File: config.mk
export PLATFORM = sky130hd
export DESIGN_NAME = mem_stage
export DESIGN_NICKNAME = d
export VERILOG_FILES = /design/src/rtl/core_pkg.sv /design/src/rtl/mem_stage.sv
export SDC_FILE = /design/constraint.sdc
export NUM_CORES = 1
export LEC_CHECK = 0
export CAP_MARGIN = 25
export CORE_MARGIN = 3
export CORE_UTILIZATION = 46
export DETAILED_ROUTE_END_ITERATION = 6
export HOLD_SLACK_MARGIN = 0.02
export PLACE_DENSITY = 0.81
export SKIP_CTS_REPAIR_TIMING = 1
export SYNTH_ARGS = -nofsm -noshare
export SYNTH_HDL_FRONTEND = slang
export SYNTH_SLANG_ARGS = --single-unit
export TNS_END_PERCENT = 50
File: constraint.sdc
create_clock -name clk -period 2.39 [get_ports clk]
set_clock_uncertainty 0.15 [all_clocks]
set_input_delay 0.5975 -clock clk [delete_from_list [all_inputs] [get_ports clk]]
set_output_delay 0.5975 -clock clk [all_outputs]
set_load 0.02 [all_outputs]
File: src/rtl/core_pkg.sv
// Shared core types for pipeline-stage bundles.
// Instruction class and memory access size/signedness.
package core_pkg;

    typedef enum logic [2:0] {
        NONE   = 3'd0,
        ALU    = 3'd1,
        LOAD   = 3'd2,
        STORE  = 3'd3,
        BRANCH = 3'd4,
        JUMP   = 3'd5
    } instr_type_t;

    typedef enum logic [2:0] {
        MT_B  = 3'd0,
        MT_H  = 3'd1,
        MT_W  = 3'd2,
        MT_BU = 3'd3,
        MT_HU = 3'd4
    } mem_type_t;

endpackage

File: src/rtl/mem_stage.sv
// Load/store stage: req/ack data bus, lane alignment, load extension.
// Optional misaligned-access trap enabled by MEM_MISALIGN_TRAP_EN.
module mem_stage
    import core_pkg::*;
#(
    parameter int TIMEOUT_CYCLES = 16
) (
    input  logic        clk,
    input  logic        rst_n,
    input  instr_type_t in_instr_type,
    input  mem_type_t   in_mem_type,
    input  logic [4:0]  in_dest,
    input  logic [31:0] in_rs2_data,
    input  logic [31:0] in_res,
    output logic        stall,
    output instr_type_t out_instr_type,
    output logic [4:0]  out_dest,
    output logic        out_wb_en,
    output logic [31:0] out_wb_data,
    output logic        mem_req,
    output logic        mem_we,
    output logic [31:0] mem_addr,
    output logic [31:0] mem_wdata,
    output logic [3:0]  mem_wstrb,
    input  logic [31:0] mem_rdata,
    input  logic        mem_ack,
    output logic        bus_err,
    output logic        misalign_err
);

    typedef enum logic {
        IDLE,
        BUSY
    } state_t;

    localparam int CW =
        (TIMEOUT_CYCLES > 1) ? $clog2(TIMEOUT_CYCLES + 1) : 1;
    localparam logic [CW-1:0] TO_LIM = CW'(TIMEOUT_CYCLES);

    state_t      state, state_d;
    logic [CW-1:0] cnt, cnt_d, cnt_inc;

    mem_type_t   lat_mt, lat_mt_d;
    logic [1:0]  lat_off, lat_off_d;
    logic [4:0]  lat_dest, lat_dest_d;
    logic        lat_load, lat_load_d;

    logic        mem_req_d, mem_we_d;
    logic [31:0] mem_addr_d, mem_wdata_d;
    logic [3:0]  mem_wstrb_d;

    instr_type_t out_type_d;
    logic [4:0]  out_dest_d;
    logic        out_wb_en_d;
    logic [31:0] out_wb_data_d;
    logic        bus_err_d;
    logic        misal, misal_d;

    logic        is_mem, is_byte, is_half;
    logic [31:0] st_wdata;
    logic [3:0]  st_wstrb;
    logic [7:0]  ld_byte;
    logic [15:0] ld_half;
    logic [31:0] ld_data;

    assign stall   = (state == BUSY);
    assign cnt_inc = cnt + CW'(1);
    assign is_mem  = (in_instr_type == LOAD) ||
                     (in_instr_type == STORE);
    assign is_byte = (in_mem_type == MT_B) ||
                     (in_mem_type == MT_BU);
    assign is_half = (in_mem_type == MT_H) ||
                     (in_mem_type == MT_HU);

`ifdef MEM_MISALIGN_TRAP_EN
    assign misal = (is_half && in_res[0]) ||
                   (in_mem_type == MT_W && in_res[1:0] != 2'b00);
`else
    assign misal = 1'b0;
`endif

    // Store data replicated across lanes; strobe selects the target.
    always_comb begin
        st_wdata = in_rs2_data;
        st_wstrb = 4'b1111;
        unique case (1'b1)
            is_byte: begin
                st_wdata = {4{in_rs2_data[7:0]}};
                st_wstrb = 4'b0001 << in_res[1:0];
            end
            is_half: begin
                st_wdata = {2{in_rs2_data[15:0]}};
                st_wstrb = in_res[1] ? 4'b1100 : 4'b0011;
            end
            default: ;
        endcase
    end

    always_comb begin
        ld_byte = mem_rdata[7:0];
        unique case (lat_off)
            2'd0: ld_byte = mem_rdata[7:0];
            2'd1: ld_byte = mem_rdata[15:8];
            2'd2: ld_byte = mem_rdata[23:16];
            2'd3: ld_byte = mem_rdata[31:24];
            default: ;
        endcase
        ld_half = lat_off[1] ? mem_rdata[31:16] : mem_rdata[15:0];
        ld_data = mem_rdata;
        unique case (lat_mt)
            MT_B:    ld_data = {{24{ld_byte[7]}}, ld_byte};
            MT_BU:   ld_data = {24'd0, ld_byte};
            MT_H:    ld_data = {{16{ld_half[15]}}, ld_half};
            MT_HU:   ld_data = {16'd0, ld_half};
            default: ld_data = mem_rdata;
        endcase
    end

    always_comb begin
        state_d       = state;
        cnt_d         = cnt;
        lat_mt_d      = lat_mt;
        lat_off_d     = lat_off;
        lat_dest_d    = lat_dest;
        lat_load_d    = lat_load;
        mem_req_d     = mem_req;
        mem_we_d      = mem_we;
        mem_addr_d    = mem_addr;
        mem_wdata_d   = mem_wdata;
        mem_wstrb_d   = mem_wstrb;
        out_type_d    = NONE;
        out_dest_d    = out_dest;
        out_wb_en_d   = 1'b0;
        out_wb_data_d = out_wb_data;
        bus_err_d     = 1'b0;
        misal_d       = 1'b0;

        unique case (state)
            IDLE: begin
                if (is_mem && misal) begin
                    misal_d    = 1'b1;
                    out_dest_d = in_dest;
                end else if (is_mem) begin
                    state_d     = BUSY;
                    cnt_d       = '0;
                    lat_mt_d    = in_mem_type;
                    lat_off_d   = in_res[1:0];
                    lat_dest_d  = in_dest;
                    lat_load_d  = (in_instr_type == LOAD);
                    mem_req_d   = 1'b1;
                    mem_we_d    = (in_instr_type == STORE);
                    mem_addr_d  = {in_res[31:2], 2'b00};
                    mem_wdata_d = st_wdata;
                    mem_wstrb_d = (in_instr_type == STORE) ?
                                  st_wstrb : 4'b0000;
                end else begin
                    out_type_d    = in_instr_type;
                    out_dest_d    = in_dest;
                    out_wb_data_d = in_res;
                    out_wb_en_d   = (in_instr_type != NONE) &&
                                    (in_instr_type != BRANCH) &&
                                    (in_dest != 5'd0);
                end
            end
            BUSY: begin
                // Ack outranks a timeout landing on the same edge.
                if (mem_ack) begin
                    state_d    = IDLE;
                    mem_req_d  = 1'b0;
                    out_dest_d = lat_dest;
                    if (lat_load) begin
                        out_type_d    = LOAD;
                        out_wb_data_d = ld_data;
                        out_wb_en_d   = (lat_dest != 5'd0);
                    end else begin
                        out_type_d = STORE;
                    end
                end else if (TIMEOUT_CYCLES != 0 && cnt_inc == TO_LIM) begin
                    state_d   = IDLE;
                    mem_req_d = 1'b0;
                    bus_err_d = 1'b1;
                end else begin
                    cnt_d = cnt_inc;
                end
            end
            default: state_d = IDLE;
        endcase
    end

    always_ff @(posedge clk or negedge rst_n) begin
        if (!rst_n) begin
            state          <= IDLE;
            cnt            <= '0;
            lat_mt         <= MT_B;
            lat_off        <= 2'b00;
            lat_dest       <= 5'd0;
            lat_load       <= 1'b0;
            mem_req        <= 1'b0;
            mem_we         <= 1'b0;
            mem_addr       <= 32'd0;
            mem_wdata      <= 32'd0;
            mem_wstrb      <= 4'd0;
            out_instr_type <= NONE;
            out_dest       <= 5'd0;
            out_wb_en      <= 1'b0;
            out_wb_data    <= 32'd0;
            bus_err        <= 1'b0;
        end else begin
            state          <= state_d;
            cnt            <= cnt_d;
            lat_mt         <= lat_mt_d;
            lat_off        <= lat_off_d;
            lat_dest       <= lat_dest_d;
            lat_load       <= lat_load_d;
            mem_req        <= mem_req_d;
            mem_we         <= mem_we_d;
            mem_addr       <= mem_addr_d;
            mem_wdata      <= mem_wdata_d;
            mem_wstrb      <= mem_wstrb_d;
            out_instr_type <= out_type_d;
            out_dest       <= out_dest_d;
            out_wb_en      <= out_wb_en_d;
            out_wb_data    <= out_wb_data_d;
            bus_err        <= bus_err_d;
        end
    end

`ifdef MEM_MISALIGN_TRAP_EN
    always_ff @(posedge clk or negedge rst_n) begin
        if (!rst_n) misalign_err <= 1'b0;
        else        misalign_err <= misal_d;
    end
`else
    assign misalign_err = 1'b0;
    logic unused_misal;
    assign unused_misal = misal_d;
`endif

endmodule

# [Word-level counts from Yosys, hierarchy flattened]
# Index checks and enable logic that the tools add are counted.
[word_totals] latchBits=0 mem_bits_rw=0 memories=0 elab_cells=92 inputBits=110 output_inout_bits=114 reg_bits=127 romBits=0
[op_classes] n_addsub=1 n_eq_ne=20 n_bitwise=1 shifts=1 multipliers=0 magnitude_cmp=0 n_reduce_logical=16 div_mod_pow=0 n_mux=37
[ops] cell="$pmux 32 s2" n=2
[ops] cell="$pmux 32 s4" n=1
[ops] cell="$mux 32" n=3
[ops] cell="$pmux 8 s4" n=1
[ops] cell="$mux 5" n=5
[ops] cell="$pmux 5 s2" n=2
[ops] cell="$mux 16" n=1
[ops] cell="$mux 1" n=13
[ops] cell="$eq 3x2->1 const B" n=4
[ops] cell="$ne 2x2->1 const B" n=5
[ops] cell="$reduce_bool 5->1" n=2
[ops] cell="$mux 4" n=2
[ops] cell="$pmux 4 s2" n=1
[ops] cell="$eq 3x1->1 const B" n=2
[ops] cell="$eq 3x3->1 const B" n=2
[ops] cell="$logic_not 3->1" n=2
[ops] cell="$pmux 1 s2" n=3
[ops] cell="$pmux 3 s2" n=1
[ops] cell="$reduce_and 2->1" n=3
[ops] cell="$reduce_and 3->1" n=2
[ops] cell="$add 5x1->5 const B" n=1
[ops] cell="$eq 5x5->1 const B" n=1
[ops] cell="$eq 2x2->1 const B" n=2
[ops] cell="$shl 1x2->4 const A" n=1
[ops] cell="11 further kinds" n=14

# [Depth between registers and ports, before layout]
# Gate-level depths: netlist of the first run.
[depth] word_depth=6 mapped_depth=8 depth_no_buf=6

# [Worst setup path before layout of the first run]
# Ideal clock, no wire load.
[synth_timing] path_type="input-to-reg" startpoint="in in_mem_type[0]" endpoint="reg mem_wdata[23]" arrival_time_ps=1807 path_buffers=2 slack_ps=297 required_ps=2104 path_stages=5 setup_time_ps=136 path_cell_list="clkbuf_1 > mux2i_1 > buf_2 > mux2i_1 > o21ai_0"
[synth_via] elab_chain_len=3 elab_cells_between_ends=7 cone_classes="3 x eq/ne; 1 x mux; 3 x reduce/logical"
[synth_lines] item="start: declaration" line="mem_stage.sv:11" text="input mem_type_t in_mem_type,"
[synth_lines] item="$eq 3x1->1 (tied with other cells)" line="mem_stage.sv:72" text="assign is_half = (in_mem_type == MT_H) ||"
[synth_lines] item="$logic_or 1x1->1, on equally long branches" line="mem_stage.sv:72, mem_stage.sv:70"
[synth_lines] item="$pmux 32 s2 (*)" line="mem_stage.sv:86" text="unique case (1'b1)"
[synth_lines] item="end signal: assignment" line="mem_stage.sv:218" text="mem_wdata <= mem_wdata_d;"
[synth_lines] item="end: declaration" line="mem_stage.sv:23" text="output logic [31:0] mem_wdata,"
# Every way passes the cells marked *; elsewhere a longest branch is shown, timed or not.
# A chain may end at the register's enable or synchronous reset.

# [Worst setup path in the final report of the first run]
[layout_timing] startpoint="reg out_wb_data[7]" endpoint="out out_wb_data[7]"
[layout_lines] item="start: declaration" line="mem_stage.sv:19" text="output logic [31:0] out_wb_data,"
[layout_lines] item="start signal: assignment" line="mem_stage.sv:223" text="out_wb_data <= out_wb_data_d;"
# No word-level cell between the ends.

==> run_results.csv, run 1 <==
group,metric,value,unit
synthesis,synth.largest_area_cell,"dfrtp_1",
setup_path,critPathTopFamily,"buffers and inverters",
place,preCtsSetupSlack,-0.153,ns
timing,drv_slew,0,
timing,fin_crit_sh,91.0,%
place,port-buffer-count,220,
place,dpl.hpwl,14.8,mm
timing,rsz0062_at_grt,"no",
synthesis,async_flop_share,100,%
global_route,grt_pass1_vias,6235,
floorplanning,die_x,125,um
global_route,grt_usage,25.6,%
layout,final_cell_mix,"219 x clkdlybuf4s50_1, 186 x nand2_1, 126 x dfrtp_1",
synthesis,yosys.area_share.simple,20.4,%
timing,hold_ws,0.320,ns
routing,routed_wl,20.3,mm
synthesis,synth.top_cell.area_share,48.4,%
floorplanning,die_area,15700,um^2
power_and_ir_drop,ir_drop,0.487,mV
synthesis,syn_area,6570,um^2
setup_path,crit_required,1.64,ns
setup_path,slowest_delay,0.64,ns
clock_tree,clk_pin_slew,0.05,ns
place,gp_congestion,0.928,
routing,dr.pass1.iters,5,
floorplanning,start_util,47.1,%
synthesis,seq_area_frac_synth,48.4,%
routing,drtIter0Drc,474,
synthesis,synth.area.top_cells,"dfrtp_1 48%, nand2_1 11%, o21ai_0 5.6%",
clock_tree,cts_tree,"done",
timing,setup_tns,0,ns
routing,via_per_inst,5.44,
setup_path,crit_path_start_kind,"flip-flop",
synthesis,syn_inst,723,
clock_tree,cts-htree-levels,4,
layout,final_net_count,1069,
synthesis,synth_edf_count,0,
global_route,grt_pass1_wl,32.5,mm
timing,fmax,460,MHz
routing,post_drt_wl_per_cell,17.7,um
synthesis,synth_xor_area_share,0.400,%
floorplanning,dieHeight,125,um
power_and_ir_drop,p_total,8.22,mW
power_and_ir_drop,p_per_area,843,nW/um^2
flow_run,drv_cap,0,
setup_path,crit_path_end_kind,"primary output",
setup_path,arrival,1.43,ns
power_and_ir_drop,leakage,4.20,nW
clock_tree,cts_buffers,17,
synthesis,synth_ff_type,"dfrtp_1",
clock_tree,clk_latency,0.41,ns
setup_path,reg2reg_slack,0.25,ns
setup_path,cpMaxStageDelayCell,"clkdlybuf4s50_1",
synthesis,synth.mux.area_fraction,7.70,%
global_route,grt_max_degree,62,
routing,vias,6261,
setup_path,critPathKind,"flip-flop to primary output",
setup_path,cp_max_fo,2,
setup_path,crit_chain,"clkdlybuf4s50_1",
synthesis,synth_fa_ha_area_share,0.381,%
timing,setup_viol,0,
floorplanning,pin_count,224,
timing,fin_ws,0.214,ns
timing,finalHoldViolCount,0,
synthesis,synth_top_family_by_area,"simple AND/OR/NAND/NOR gates",
synthesis,syn-mean-instance-area,9.08,um^2
floorplanning,core-area,13900,um^2
outcome,status,"complete, no violations",
synthesis,synth.distinct_cells,48,
synthesis,synth_seq_cells,127,
layout,final_common_cell,"clkdlybuf4s50_1",
synthesis,synth_compound_area_share,18.6,%
synthesis,ys.warnings.count,0,
setup_path,crit_buf_inv,1,
floorplanning,rows,43,
layout,post_route_cells_drive_above_1_share,11.9,%
global_route,overflow,0,
min_path,hold_path_class,"flip-flop to flip-flop",
clock_tree,clock_sinks,127,
timing,relSlewSlack,48.7,%
routing,post-route-drc-count,0,
global_route,antenna_found_initial,0,
layout,synthToLayoutAreaGrowth,48.5,%
routing,ant_nets,0,
clock_tree,cts_buffer_depth,2,
timing,fin_crit,2.18,ns
clock_tree,root_buffer,"clkbuf_16",
timing,worstMarginPinSlew,0.769,ns
layout,diodes,0,
[registers in the layout, indices dropped and copies added, names as in the netlist]
signal and flops:
lat_mt 3, out_dest 5, stall 1, mem_req 1, cnt 5, out_wb_data 32, lat_load 1, out_wb_en 1
mem_wdata 32, mem_wstrb 4, mem_we 1, lat_dest 5, out_instr_type 3, lat_off 2, mem_addr 30, bus_err 1
[logic make-up (layout without fill, tap and decap cells)]
family	count (synthesis)	after routing
XOR/XNOR	3	3
adder cells (fa/ha/maj)	2	2
flip-flops	127	127
AND/OR/NAND/NOR	294	294
buffers and inverters	59	304
other	1	3
AO/OA/AOI/OAI	197	197
multiplexers	40	40
[final timing paths]
path	startpoint	end	depth (start not counted)
setup reg to reg	lat_mt[1]	out_wb_data[14]	5
min in group asynchronous	rst_n	mem_addr[16]	2
hold / removal	mem_addr[12]	mem_addr[12]	2
setup / recovery	out_wb_data[7]	out_wb_data[7]	1
max in group asynchronous	rst_n	mem_wdata[13]	3
hold reg to reg	mem_addr[12]	mem_addr[12]	2
[tightest hold or removal path, cell delays in order, from the launching register on]
cell and delay (ns):
dfrtp_1 0.34, nand2_1 0.05, nand2_1 0.05
[routing by layer]
layer  share of wire, %  track usage (%)  vias up
met2                 47             41.1      257
met3                7.7             6.19       33
met5                  0                0        -
met4                2.6             9.18        0
li1                   -                -     2983
met1                 42             33.9     2988
[area by class of cell]
| class | count | area [um^2] |
|---|---|---|
| Fill cell | 1097 | 4180 |
| Sequential cell | 127 | 3180 |
| Multi-Input combinational cell | 539 | 3150 |
| Timing Repair Buffer | 266 | 2610 |
| Clock buffer | 26 | 509 |
| Tap cell | 180 | 225 |
| Clock inverter | 6 | 55.1 |
| Inverter | 6 | 22.5 |
[synthesized netlist by cell type, drive strengths merged, types with 2 or more instances]
| master | instances |
|---|---|
| nand2 | 186 |
| dfrtp | 127 |
| o21ai | 74 |
| a21oi | 69 |
| clkbuf | 33 |
| nor2b | 26 |
| nor2 | 21 |
| buf | 20 |
| mux2i | 19 |
| or3 | 16 |
| mux2 | 14 |
| o22a | 14 |
| nand2b | 11 |
| nor3b | 10 |
| nand3 | 8 |
| a211oi | 7 |
| a22oi | 7 |
| and2 | 7 |
| mux4 | 7 |
| inv | 6 |
| o221ai | 6 |
| a32o | 4 |
| o22ai | 4 |
| a21o | 3 |
| nor3 | 3 |
| xnor2 | 3 |
| ha | 2 |
| o211ai | 2 |
| or4 | 2 |
[stage by stage]
step                      std cells  util (%)  cell area [um^2]
after floorplan                 725         -              6570
after global placement         1117      65.9              9180
after detailed placement       1117      65.9              9180
after CTS                      1149      69.9              9740
after global routing           1150      70.0              9750
final                          1150      70.0              9750
[where the power goes]
| group | internal (mW) | leakage, nW | total, mW | switching, mW |
|---|---|---|---|---|
| Sequential | 2.58 | 1.53 | 2.85 | 0.272 |
| Combinational | 1.37 | 2.39 | 2.90 | 1.53 |
| Clock | 1.56 | 0.284 | 2.47 | 0.907 |
| Total | 5.51 | 4.20 | 8.22 | 2.71 |
Note: power is estimated with default switching activity, not from simulation.
==> run 2, diff against run 1 <==
Settings changed: CORE_UTILIZATION 46 to 55, DONT_BUFFER_PORTS set to 1, PLACE_DENSITY 0.81 to 0.7.
Clock period 2.39 ns to 2.5 ns, I/O delays scaled along.
==> run 2 against run 1 <==
Compared with the run above: the flow now finishes with violations (hold timing); non-clock buffer count down 246; routed wire length is 11% lower; critical path depth increased by 4; first-iteration DRC count fell by 22%; via count fell by 15%; combinational power fell by 58%; global-route usage rose by 1.7 points; critical path type is now flip-flop to flip-flop; largest cell class unchanged.
==> run_results.csv, run 2 (synthesis gave the netlist of run 1 again) <==
group,metric,value,unit
outcome,status,"finished with violations",
outcome,violations,"hold timing",
layout,ff_latch_area,3180,um^2
place,dpl.hpwl,13.0,mm
global_route,grt_pass1_wl,28.1,mm
clock_tree,cts_tree,"done",
timing,relSlewSlack,40.9,%
setup_path,cpMaxStageDelayCell,"a21oi_2",
layout,final_net_count,823,
floorplanning,rows,39,
setup_path,crit_required,2.66,ns
clock_tree,cts_buffer_depth,2,
clock_tree,cts_buffers,17,
setup_path,reg2reg_to,"out_wb_data[14]",
timing,finalHoldViolCount,127,
clock_tree,clk_latency,0.42,ns
timing,drv_slew,0,
setup_path,critPathTopFamily,"compound AO/OA/AOI/OAI gates",
floorplanning,start_util,56.8,%
floorplanning,die_area,13300,um^2
routing,drtIter0Drc,368,
routing,post_drt_wl_per_cell,21.0,um
timing,fin_ws,0.361,ns
clock_tree,root_buffer,"clkbuf_16",
power_and_ir_drop,p_per_area,954,nW/um^2
layout,top_regs,"mem_wdata: 32 flops, out_wb_data: 32 flops, mem_addr: 30 flops",
power_and_ir_drop,leakage,3.22,nW
setup_path,crit_path_end_kind,"flip-flop",
global_route,grt_max_degree,128,
setup_path,crit_chain,"nor2b_1, a21oi_2, nand2_1, o221ai_1, nand2_1",
timing,rsz0062_at_grt,"no",
layout,multiInputGateArea,3150,um^2
timing,fmax,468,MHz
setup_path,slowest_delay,0.62,ns
floorplanning,core-area,11600,um^2
clock_tree,clk_pin_slew,0.06,ns
setup_path,critPathLaunch,"lat_mt[0]",
routing,dr.pass1.iters,5,
flow_run,drv_cap,0,
place,preCtsSetupSlack,0.216,ns
setup_path,worstReg2RegStart,"lat_mt[0]",
setup_path,reg2reg_slack,0.36,ns
layout,post_route_cells_drive_above_1_share,12.7,%
layout,fill_cells,960,
global_route,grt_usage,27.3,%
timing,worstMarginPinSlew,0.879,ns
setup_path,crit_top_cell,"nand2_1",
layout,final_common_cell,"nand2_1",
timing,setup_tns,0,ns
power_and_ir_drop,p_total,6.96,mW
routing,post-route-drc-count,0,
global_route,antenna_found_initial,0,
timing,fin_crit_sh,85.6,%
place,port-buffer-count,0,
setup_path,crit_end,"out_wb_data[14]",
place,dp_cells,835,
setup_path,crit_buf_inv,0,
clock_tree,clock_sinks,127,
floorplanning,die_x,115,um
routing,routed_wl,18.2,mm
setup_path,cp.depth,5,
place,gp_congestion,0.926,
clock_tree,cts-htree-levels,4,
timing,hold_ws,-0.252,ns
timing,fin_crit,2.14,ns
floorplanning,pin_count,224,
setup_path,critPathKind,"flip-flop to flip-flop",
min_path,hold_path_class,"input port to async pin",
power_and_ir_drop,ir_drop,0.527,mV
setup_path,crit_path_start_kind,"flip-flop",
routing,ant_nets,0,
routing,via_per_inst,6.13,
floorplanning,dieHeight,115,um
layout,diodes,0,
global_route,grt_pass1_vias,5075,
layout,final_cells,866,
setup_path,r2r.worst_path.cells,5,
global_route,overflow,0,
routing,vias,5305,
timing,setup_viol,0,
layout,final_cell_mix,"186 x nand2_1, 126 x dfrtp_1, 72 x o21ai_0",
layout,synthToLayoutAreaGrowth,11.1,%
setup_path,cp_max_fo,18,
setup_path,arrival,2.29,ns
-- run 2: worst register-to-register path, stage by stage, from the launching register on --
cell	delay [ns]
dfrtp_1	0.48
nor2b_1	0.21
a21oi_2	0.62
nand2_1	0.26
o221ai_1	0.24
nand2_1	0.07
-- run 2: cell type report --
| type | instances | area share (%) |
|---|---|---|
| clock buffers | 19 | 6.21 |
| multi-input cells | 539 | 43.1 |
| inverters | 6 | 0.309 |
| flip-flops and latches | 127 | 43.6 |
| clock inverters | 12 | 1.95 |
| well taps | 143 | 2.45 |
| repair buffers | 20 | 2.40 |
-- run 2: report_power, final --
part           leakage [nW]  switching [mW]  internal, mW  total [mW]
Combinational          1.39           0.683         0.528        1.21
Clock                 0.290           0.889          1.60        2.49
Sequential             1.53           0.799          2.46        3.26
-- run 2: how the worst min path moves through the flow --
stage | end | startpoint
floorplan | bus_err | rst_n
global placement | mem_addr[12] | rst_n
detailed placement | mem_addr[13] | rst_n
CTS | mem_addr[12] | rst_n
global route | mem_addr[13] | rst_n
finish | mem_addr[13] | rst_n
-- run 2: per-stage QoR --
step	instance area, um^2	utilization [%]	hold WS [ns]
after floorplan	6570	-	0.179
final	7300	63.1	-0.252
after global placement	6700	58.0	0.182
after CTS	7300	63.1	-0.261
after detailed placement	6700	58.0	0.182
after global routing	7300	63.1	-0.271
-- run 2: routing by layer --
metal | global-route usage (%) | part of all wire, %
met5 | 0 | 0
met4 | 9.62 | 2.0
met3 | 11.7 | 11
met2 | 42.4 | 48
met1 | 34.3 | 39
